==> config.mk <==
export PLATFORM = sky130hd
export DESIGN_NAME = sort_step_controller
export DESIGN_NICKNAME = d
export VERILOG_FILES = /design/src/rtl/sort_viz_pkg.sv /design/src/rtl/snapshot_stack.sv /design/src/rtl/sort_step_controller.sv
export SDC_FILE = /design/constraint.sdc
export NUM_CORES = 1
export LEC_CHECK = 0
export ABC_AREA = 1
export BUFFER_PORTS_ARGS = -buffer_cell sky130_fd_sc_hd__buf_2
export CAP_MARGIN = 20
export CORE_ASPECT_RATIO = 1.2
export CORE_MARGIN = 4
export CORE_UTILIZATION = 45
export CTS_CLUSTER_DIAMETER = 150
export DETAILED_ROUTE_END_ITERATION = 8
export SLEW_MARGIN = 20
export SYNTH_ARGS = -nofsm -noshare
export SYNTH_HDL_FRONTEND = slang
export SYNTH_SLANG_ARGS = --single-unit
==> constraint.sdc <==
create_clock -name clk -period 4.69 [get_ports clk]
set_input_delay 0.938 -clock clk [delete_from_list [all_inputs] [get_ports clk]]
set_output_delay 0.938 -clock clk [all_outputs]
set_load 0.02 [all_outputs]
==> src/rtl/sort_viz_pkg.sv <==
// Shared types and constants for the bar-sort visualisation datapath.
// State codes here are also decoded by the OLED renderer.
package sort_viz_pkg;

  typedef enum logic [2:0] {
    IDLE     = 3'd0,
    RUN_WAIT = 3'd1,
    STEP_REQ = 3'd2,
    PAUSED   = 3'd3,
    RESTORE  = 3'd4,
    DONE     = 3'd5
  } state_t;

  localparam int N_BARS_DEF = 5;
  localparam int H_W_DEF    = 7;

  // RGB565 bar colours used by the renderer
  localparam logic [15:0] COL_BG     = 16'h0000;
  localparam logic [15:0] COL_BAR    = 16'hFFFF;
  localparam logic [15:0] COL_ACTIVE = 16'hF800;
  localparam logic [15:0] COL_SORTED = 16'h07E0;

endpackage

==> src/rtl/snapshot_stack.sv <==
// Circular LIFO of step snapshots; a push when full overwrites the oldest entry.
// Top entry is read combinationally; push/pop/clear take effect on the next edge, never stalls.
module snapshot_stack #(
  parameter int DEPTH = 16,
  parameter int W     = 41
) (
  input  logic                    clk,
  input  logic                    reset,
  input  logic                    clear,
  input  logic                    push,
  input  logic                    pop,
  input  logic [W-1:0]            push_data,
  output logic [W-1:0]            top_data,
  output logic [$clog2(DEPTH):0]  count
);

  localparam int AW = $clog2(DEPTH);
  localparam logic [AW:0] FULL = (AW+1)'(DEPTH);

  logic [W-1:0]  mem [DEPTH];
  logic [AW-1:0] ptr;
  logic [AW-1:0] top_ptr;

  // ptr is the next write slot, so the newest entry sits one below it
  assign top_ptr  = ptr - 1'b1;
  assign top_data = mem[top_ptr];

  always_ff @(posedge clk) begin
    if (reset || clear) begin
      ptr   <= '0;
      count <= '0;
    end else if (push) begin
      ptr <= ptr + 1'b1;
      if (count != FULL) count <= count + 1'b1;
    end else if (pop && count != '0) begin
      ptr   <= top_ptr;
      count <= count - 1'b1;
    end
  end

  always_ff @(posedge clk) begin
    if (push) mem[ptr] <= push_data;
  end

endmodule

==> src/rtl/sort_step_controller.sv <==
// Run/pause sequencer pacing sort-engine steps, with snapshot history for undo.
// Steps issue DELAY cycles after entering RUN_WAIT; step_req holds until step_ack, restore_valid is a 1-cycle pulse.
module sort_step_controller
  import sort_viz_pkg::*;
#(
  parameter int N_BARS     = N_BARS_DEF,
  parameter int H_W        = H_W_DEF,
  parameter int IDX_W      = 6,
  parameter int DELAY      = 100_000_000,
  parameter int HIST_DEPTH = 16
) (
  input  logic                          clk,
  input  logic                          reset,
  input  logic                          start,
  input  logic                          btn_run,
  input  logic                          btn_next,
  input  logic                          btn_prev,
  input  logic [N_BARS*H_W-1:0]         heights_in,
  input  logic [IDX_W-1:0]              idx_in,
  input  logic                          engine_done,
  output logic                          step_req,
  input  logic                          step_ack,
  output logic                          restore_valid,
  output logic [N_BARS*H_W-1:0]         restore_heights,
  output logic [IDX_W-1:0]              restore_idx,
  output logic                          paused,
  output logic [2:0]                    state,
  output logic [$clog2(HIST_DEPTH):0]   hist_count
);

  localparam int SW = N_BARS*H_W + IDX_W;
  localparam int TW = (DELAY > 2) ? $clog2(DELAY) : 1;
  localparam logic [TW-1:0] RELOAD = TW'(DELAY - 1);

  state_t        st;
  logic [TW-1:0] timer;
  logic          pause_pending;
  logic          manual;
  logic          timer_zero;
  logic          hist_clr;
  logic          hist_push;
  logic          hist_pop;
  logic [SW-1:0] top_data;

  assign state      = st;
  assign timer_zero = (timer == '0);

  // Stack strobes share their decode with the FSM so both agree on which button wins.
  always_comb begin
    hist_clr  = !start || st == IDLE;
    hist_push = 1'b0;
    hist_pop  = 1'b0;
    if (start) begin
      hist_push = (st == RUN_WAIT && !btn_run && timer_zero && !engine_done) ||
                  (st == PAUSED && !btn_run && !btn_prev && btn_next && !engine_done);
      hist_pop  = ((st == PAUSED && !btn_run) || st == DONE) && btn_prev &&
                  hist_count != '0;
    end
  end

  snapshot_stack #(
    .DEPTH (HIST_DEPTH),
    .W     (SW)
  ) u_hist (
    .clk       (clk),
    .reset     (reset),
    .clear     (hist_clr),
    .push      (hist_push),
    .pop       (hist_pop),
    .push_data ({heights_in, idx_in}),
    .top_data  (top_data),
    .count     (hist_count)
  );

  always_ff @(posedge clk) begin
    if (reset) begin
      st              <= IDLE;
      step_req        <= 1'b0;
      restore_valid   <= 1'b0;
      restore_heights <= '0;
      restore_idx     <= '0;
      paused          <= 1'b0;
      timer           <= '0;
      pause_pending   <= 1'b0;
      manual          <= 1'b0;
    end else if (!start) begin
      // restore_* deliberately keep their last value here
      st            <= IDLE;
      step_req      <= 1'b0;
      restore_valid <= 1'b0;
      paused        <= 1'b0;
      pause_pending <= 1'b0;
      manual        <= 1'b0;
    end else begin
      case (st)
        IDLE: begin
          st    <= RUN_WAIT;
          timer <= RELOAD;
        end
        RUN_WAIT: begin
          if (btn_run) begin
            st     <= PAUSED;
            paused <= 1'b1;
          end else if (timer_zero) begin
            if (engine_done) begin
              st <= DONE;
            end else begin
              st       <= STEP_REQ;
              step_req <= 1'b1;
              manual   <= 1'b0;
            end
          end else begin
            timer <= timer - 1'b1;
          end
        end
        STEP_REQ: begin
          if (step_ack) begin
            step_req      <= 1'b0;
            pause_pending <= 1'b0;
            if (manual || (pause_pending ^ btn_run)) begin
              st     <= PAUSED;
              paused <= 1'b1;
            end else begin
              st    <= RUN_WAIT;
              timer <= RELOAD;
            end
          end else if (btn_run) begin
            pause_pending <= !pause_pending;
          end
        end
        PAUSED: begin
          if (btn_run) begin
            st     <= RUN_WAIT;
            timer  <= RELOAD;
            paused <= 1'b0;
          end else if (hist_pop) begin
            st                           <= RESTORE;
            paused                       <= 1'b0;
            restore_valid                <= 1'b1;
            {restore_heights, restore_idx} <= top_data;
          end else if (hist_push) begin
            st       <= STEP_REQ;
            step_req <= 1'b1;
            manual   <= 1'b1;
            paused   <= 1'b0;
          end
        end
        RESTORE: begin
          st            <= PAUSED;
          paused        <= 1'b1;
          restore_valid <= 1'b0;
        end
        DONE: begin
          if (hist_pop) begin
            st                           <= RESTORE;
            restore_valid                <= 1'b1;
            {restore_heights, restore_idx} <= top_data;
          end
        end
        default: st <= IDLE;
      endcase
    end
  end

endmodule

# Yosys cells after proc, flatten, opt, wreduce, memory -nomap -nowiden
# Memory sizes are Yosys's and may differ from the RTL's.
# Index checks and enable logic that the tools add are counted.
[totals] reg_bits=85 mem_bits_rw=656 inputBits=49 output_inout_bits=52 memories=1
[classes] n_addsub=5 n_eq_ne=22 muxes=55 bitwise_logic=2 reduce_logical=41
[mem_list] memory="u_hist.mem" depth=16 word_bits=41 rd=1 rd_ports_with_merged_regs=0 wr=1 line_no="snapshot_stack.sv:20" rtl="logic [W-1:0] mem [DEPTH];"
[op_table] cell="27-bit two-way mux" n=5
[op_table] cell="27-bit one-hot mux with 4 select lines" n=1
[op_table] cell="35-bit two-way mux" n=2
[op_table] cell="35-bit one-hot mux with 2 select lines" n=1
[op_table] cell="27-bit zero test" n=1
[op_table] cell="27-bit by 1-bit subtractor with 27-bit output (second input constant)" n=1
[op_table] cell="1-bit two-way mux" n=24
[op_table] cell="3-bit two-way mux" n=8
[op_table] cell="2-bit != test (second input constant)" n=12
[op_table] cell="3-bit one-hot mux with 6 select lines" n=1
[op_table] cell="5-bit two-way mux" n=3
[op_table] cell="7-bit AND reduction" n=2
[op_table] cell="6-bit two-way mux" n=2
[op_table] cell="6-bit one-hot mux with 2 select lines" n=1
[op_table] cell="1-bit logical AND" n=10
[op_table] cell="4-bit two-way mux" n=2
[op_table] cell="8-bit AND reduction" n=1
[op_table] cell="2-bit nonzero test" n=4
[op_table] cell="4-bit nonzero test" n=2
[op_table] cell="3-bit by 2-bit == test with 1-bit output (second input constant)" n=2
[op_table] cell="3-bit == test (second input constant)" n=2
[op_table] cell="1-bit one-hot mux with 3 select lines" n=2
[op_table] cell="2-bit AND reduction" n=3
[op_table] cell="3-bit nonzero test" n=2
[op_table] cell="other kinds (22)" n=31

# Longest topological paths before layout
[depth] depth_word=11 mapped_depth=17 ltp_nobuf=17

# Modules after synthesis
# Synthesis repeated with hierarchy kept, for this count alone.
[hier_totals] hier_cells=2705 area_unflattened_um2=30409.2
[modules_own_cells] mod="snapshot_stack" instances=1 cells_per_inst=2147 area_per_inst_um2=26631.8
[modules_own_cells] mod="sort_step_controller" instances=1 cells_per_inst=558 area_per_inst_um2=3777.4

# Worst setup path before layout
# Ideal clock, no wire load.
[synth_timing] kind="input port to flip-flop" startpoint="in btn_run" endpoint="mem u_hist.mem[0][0], enable pin" setup_ns=0.439 arrival_time_ns=3.667 slack_ns=0.584 path_stages=6 path_buffers=1 path_cell_list="buf_2 > nor3_1 > nand2_4 > inv_1 > nand2_1 > nor2_1"
[synth_between] elab_chain_cells=9 word_cells_on_any_way=12 cone_classes="3 x mux; 9 x reduce/logical"
[synth_rtl] item="from (decl)" line_no="sort_step_controller.sv:15" rtl="input logic btn_run,"
[synth_rtl] item="1-bit zero test (*)" line_no="sort_step_controller.sv:54, sort_step_controller.sv:55"
[synth_rtl] item="1-bit logical AND (4 in a row)" line_no="sort_step_controller.sv:55" rtl="(st == PAUSED && !btn_run && !btn_prev && btn_next && !engine_done);"
[synth_rtl] item="1-bit logical OR (*)" line_no="sort_step_controller.sv:54" rtl="hist_push = (st == RUN_WAIT && !btn_run && timer_zero && !engine_done) ||"
[synth_rtl] item="1-bit two-way mux (*)" line_no="sort_step_controller.sv:53" rtl="if (start) begin"
[synth_rtl] item="1-bit two-way mux (*)" line_no="snapshot_stack.sv:42" rtl="if (push) mem[ptr] <= push_data;"
[synth_rtl] item="1-bit two-way mux (not written as such) (*)" line_no="snapshot_stack.sv:42"
[synth_rtl] item="to (decl)" line_no="snapshot_stack.sv:20"
# Mark *: on every way between the ends. The rest lies on a longest branch, timed or not.

# Worst setup path after layout
[layout_timing] startpoint="reg u_hist.ptr[0]" endpoint="reg restore_heights[15]"
[layout_between] elab_chain_cells=5
[layout_rtl] item="from (decl)" line_no="snapshot_stack.sv:21" rtl="logic [AW-1:0] ptr;"
[layout_rtl] item="from (signal assigned)" line_no="snapshot_stack.sv:33" rtl="ptr <= ptr + 1'b1;"
[layout_rtl] item="from (signal assigned)" line_no="snapshot_stack.sv:36" rtl="ptr <= top_ptr;"
[layout_rtl] item="4-bit by 1-bit subtractor with 4-bit output (*)" line_no="snapshot_stack.sv:25" rtl="assign top_ptr = ptr - 1'b1;"
[layout_rtl] item="memory read 16 x 41 bit (*)"
[layout_rtl] item="35-bit two-way mux (*)" line_no="sort_step_controller.sv:136, sort_step_controller.sv:154"
[layout_rtl] item="35-bit two-way mux" line_no="sort_step_controller.sv:132" rtl="if (btn_run) begin"
[layout_rtl] item="35-bit one-hot mux with 2 select lines (*)" line_no="sort_step_controller.sv:95" rtl="case (st)"
[layout_rtl] item="to (signal assigned)" line_no="sort_step_controller.sv:140" rtl="{restore_heights, restore_idx} <= top_data;"
[layout_rtl] item="to (signal assigned)" line_no="sort_step_controller.sv:157" rtl="{restore_heights, restore_idx} <= top_data;"
[layout_rtl] item="to (decl)" line_no="sort_step_controller.sv:24" rtl="output logic [N_BARS*H_W-1:0] restore_heights,"
# Mark *: on every way between the ends. The rest lies on a longest branch, timed or not. The select of a mux whose other input is x is not followed.
# A chain may end at the register's enable or synchronous reset.

==> summary.md <==
| Metric | Value |
|---|---|
| Die X | `roughly 240 um` |
| Syn_area_per_cell | `12.2 sq um` |
| Synth area leader | `edfxtp_1` |
| Die area | `0.0703 sq mm` |
| CTS clk-pin slew, worst paths | `roughly 0.070 ns` |
| Number of synthesis warnings | `0` |
| Io pins | `a little over 100` |
| R2R setup slack | `about 1.4 ns` |
| Area occupied by multi-input gates | `0.00751 sq mm` |
| CTS tree | `done` |
| Register area share after synthesis | `71.9%` |
| R2r endpoint | `restore_heights[15]` |
| GRT Total Usage | `about 20%` |
| P&R area growth vs syn | `13.7%` |
| Synthesized area | `0.0298 sq mm` |
| Vias in the first global route | `between 15,000 and 20,000` |
| Crit end category | `flip-flop` |
| Buffers on Ports | `100` |
| Mapped Nets | `2,507` |
| Drt initial violations | `between 1,500 and 2,000` |
| Drt pass-1 iters | `5` |
| Synth unique cells | `45` |
| Setup violators final | `0` |
| Synth Area in XOR/XNOR | `0.618%` |
| Max Buffers Root-to-Sink | `3` |
| Slew Viols, Final | `0` |
| Leak | `~0.012 uW` |
| Critical path peak fanout | `164` |
| Setup TNS | `0 ns` |
| Reg2reg path depth | `11` |
| Fin nets | `2,571` |
| RR Startpoint | `u_hist.ptr[0]` |
| Dpl ws | `1.05 ns` |
| Share of layout cells above drive strength 1 | `11.9%` |
| RSZ-0062 raised after global routing | `no` |
| H-tree lvl count | `3` |
| Synth top area cells | `edfxtp_1, nor2_1, o21ai_0, dfxtp_1, o22ai_1` |
| Root buffer cell | `clkbuf_16` |
| Starting Density | `45.3%` |
| VDD IR max | `0.000300 V` |
| Final wirelength | `74,100 um` |
| Largest net degree at the start of global routing | `249` |
| Clk_lat worst skew | `0.63 ns` |
| Final min period | `3.25 ns` |
| Pwr Density | `403 mW/mm^2` |
| FFs w/ async S/R, synth | `0%` |
| Initial antenna violation count | `0` |
| Setup ws final | `around 1.4 ns` |
| Status | `finished, final reports clean` |
| Final ANT Viol Nets | `0` |
| Post-CTS Hold Buffers | `0` |
| Final hold violation count | `0` |
| Fin crit share | `69.4%` |
| Max_cap viols | `0` |
| First-pass GRT wire length | `114,000 um` |
| Top cell type's share of synthesized area | `66.2%` |
| Via density | `5.75` |
| EDFF count, synth | `656` |
| Adder-Cell Fraction of Synth Area | `less than 1%` |
| Rel. slew slack | `25.1%` |
| Worst setup SP type | `flip-flop` |
| Detail Placement HPWL | `39,900 um` |
| Most frequent cells in the layout | `edfxtp_1, nor2_1, o21ai_0` |
| Compound-Gate Fraction of Synth Area | `13.4%` |
| Syn Inst Count | `2,447` |
| Mux contribution to synthesized area | `0%` |
| Gpl congestion | `between 0.8 and 0.9` |
| Simple-gate area share of the yosys netlist | `about a tenth` |
| CTS sink cnt | `741` |
| Reg area | `0.0214 sq mm` |
| Core ar. | `between 0.06 and 0.07 sq mm` |
| Critical Path AT | `3.81 ns` |
| Grt ovf | `0` |
| Placed Area | `0.0313 sq mm` |
| Drt drc | `0` |
| Worst Skew | `~0.031 ns` |
| Rows | `103` |
| Fmax | `307 MHz` |
| Worst-margin pin slew | `1.12 ns` |
| Synthesized flop and latch total | `741` |
| Setup crit start | `u_hist.ptr[0]` |
| Main synth FF type | `edfxtp_1` |
| Vias | `around 20,000` |
| Fillers | `5,679` |
| WL per Instance | `21.7 um` |
| Setup Buffers After CTS | `0` |
| Commonest non-fill, non-tap cell in the layout | `edfxtp_1` |
| Class of the most critical setup path | `reg -> reg` |
| Die H | `slightly below 300 um` |
| Worst Setup EP | `restore_heights[15]` |
| Design Area, Final | `~0.034 sq mm` |
| PostCTS Resize Cnt | `0` |
| Worst Path Required | `~5.3 ns` |
| HP Class | `reg -> reg` |
| CTS buffer count | `76` |
| Largest family of logic cells by synthesized area | `compound AO/OA/AOI/OAI gates` |
worst min path at each step:
stage | start | end | slack [ns] | cells after the start
finish | timer[26] | timer[26] | 0.47 | 2
global route | timer[26] | timer[26] | 0.51 | 2
CTS | timer[26] | timer[26] | 0.47 | 2
detailed placement | timer[26] | timer[26] | 0.46 | 2
global placement | timer[26] | timer[26] | 0.46 | 2
floorplan | timer[26] | timer[26] | 0.44 | 2
per-stage QoR:
| stage | total power [uW] | hold WS [ns] | cells | utilization (%) |
|---|---|---|---|---|
| after detailed placement | 7700 | 0.461 | 3272 | 47.6 |
| after CTS | 13800 | 0.471 | 3413 | 51.4 |
| after global placement | 7690 | 0.456 | 3272 | 47.6 |
| after floorplan | 7550 | 0.444 | 2447 | - |
| after global routing | 14100 | 0.505 | 3414 | 51.5 |
| final | 13600 | 0.470 | 3415 | 51.5 |
critical path, cell delays in order (launching register included):
cell and delay, ns:
dfxtp_4 0.64, inv_8 0.28, ha_4 0.39, buf_12 0.57, o21ai_0 0.20, o22ai_1 0.31, nor2_1 0.08, nor2_1 0.12
o21ai_0 0.09, nand3_1 0.14, o211ai_1 0.09, inv_1 0.10
final cells by class:
cell class / count / area share [%]
Sequential cell: 741 / 63.2
Multi-Input combinational cell: 1459 / 22.2
Clock buffer: 100 / 6.34
Tap cell: 840 / 3.11
Timing Repair Buffer: 141 / 2.93
Clock inverter: 41 / 1.12
Inverter: 92 / 1.05
Antenna cell: 1 / 0.00739
state kept, by name, summed over array words and instances, names as in the netlist:
signal	count
u_hist.ptr	4
u_hist.mem	656
restore_valid	1
manual	1
restore_idx	6
step_req	1
timer	27
pause_pending	1
u_hist.count	5
state	3
restore_heights	35
paused	1
per-layer routing:
layer | vias up | track usage (%) | wire length (um)
met2 | 633 | 34.1 | 35800
met5 | - | 0 | 0
li1 | 9050 | - | -
met1 | 9833 | 28.4 | 32300
met3 | 108 | 3.04 | 4240
met4 | 0 | 6.52 | 1770
logic make-up (layout without fill, tap and decap cells):
logic type,after synthesis,after routing
other,0,1
DFF,741,741
AOI/OAI and AO/OA,684,684
adders and majority gates,11,11
and+or+nand+nor,743,743
buffers and inverters,247,374
xor gates and xnor gates,21,21
cell usage after synthesis (2+ instances only):
library cell  instances
ha_1                 10
nand3b_1              3
buf_2                41
nand2_2               2
a21oi_1              29
xnor2_1               7
a211oi_1              2
xor2_1               14
nand4_1              11
o211ai_1             83
o21ai_0             369
o22a_1               41
o22ai_1             123
clkinv_1              2
inv_2                 5
inv_1                84
dfxtp_1              85
nand3_1              71
nand2_1             126
clkbuf_1            102
a31oi_1               6
buf_4                 7
nor2_2                5
edfxtp_1            656
nor3_1                9
nand2_4               6
o21ai_1              24
buf_1                 5
and2_1                2
nor2_1              502
where the power goes:
group          leakage [uW]  internal (uW)  switching, uW
registers           0.00658           7190           25.2
clock network       0.00125           3570           2510
logic               0.00369           89.5            257
Note: power is estimated with default switching activity, not from simulation.
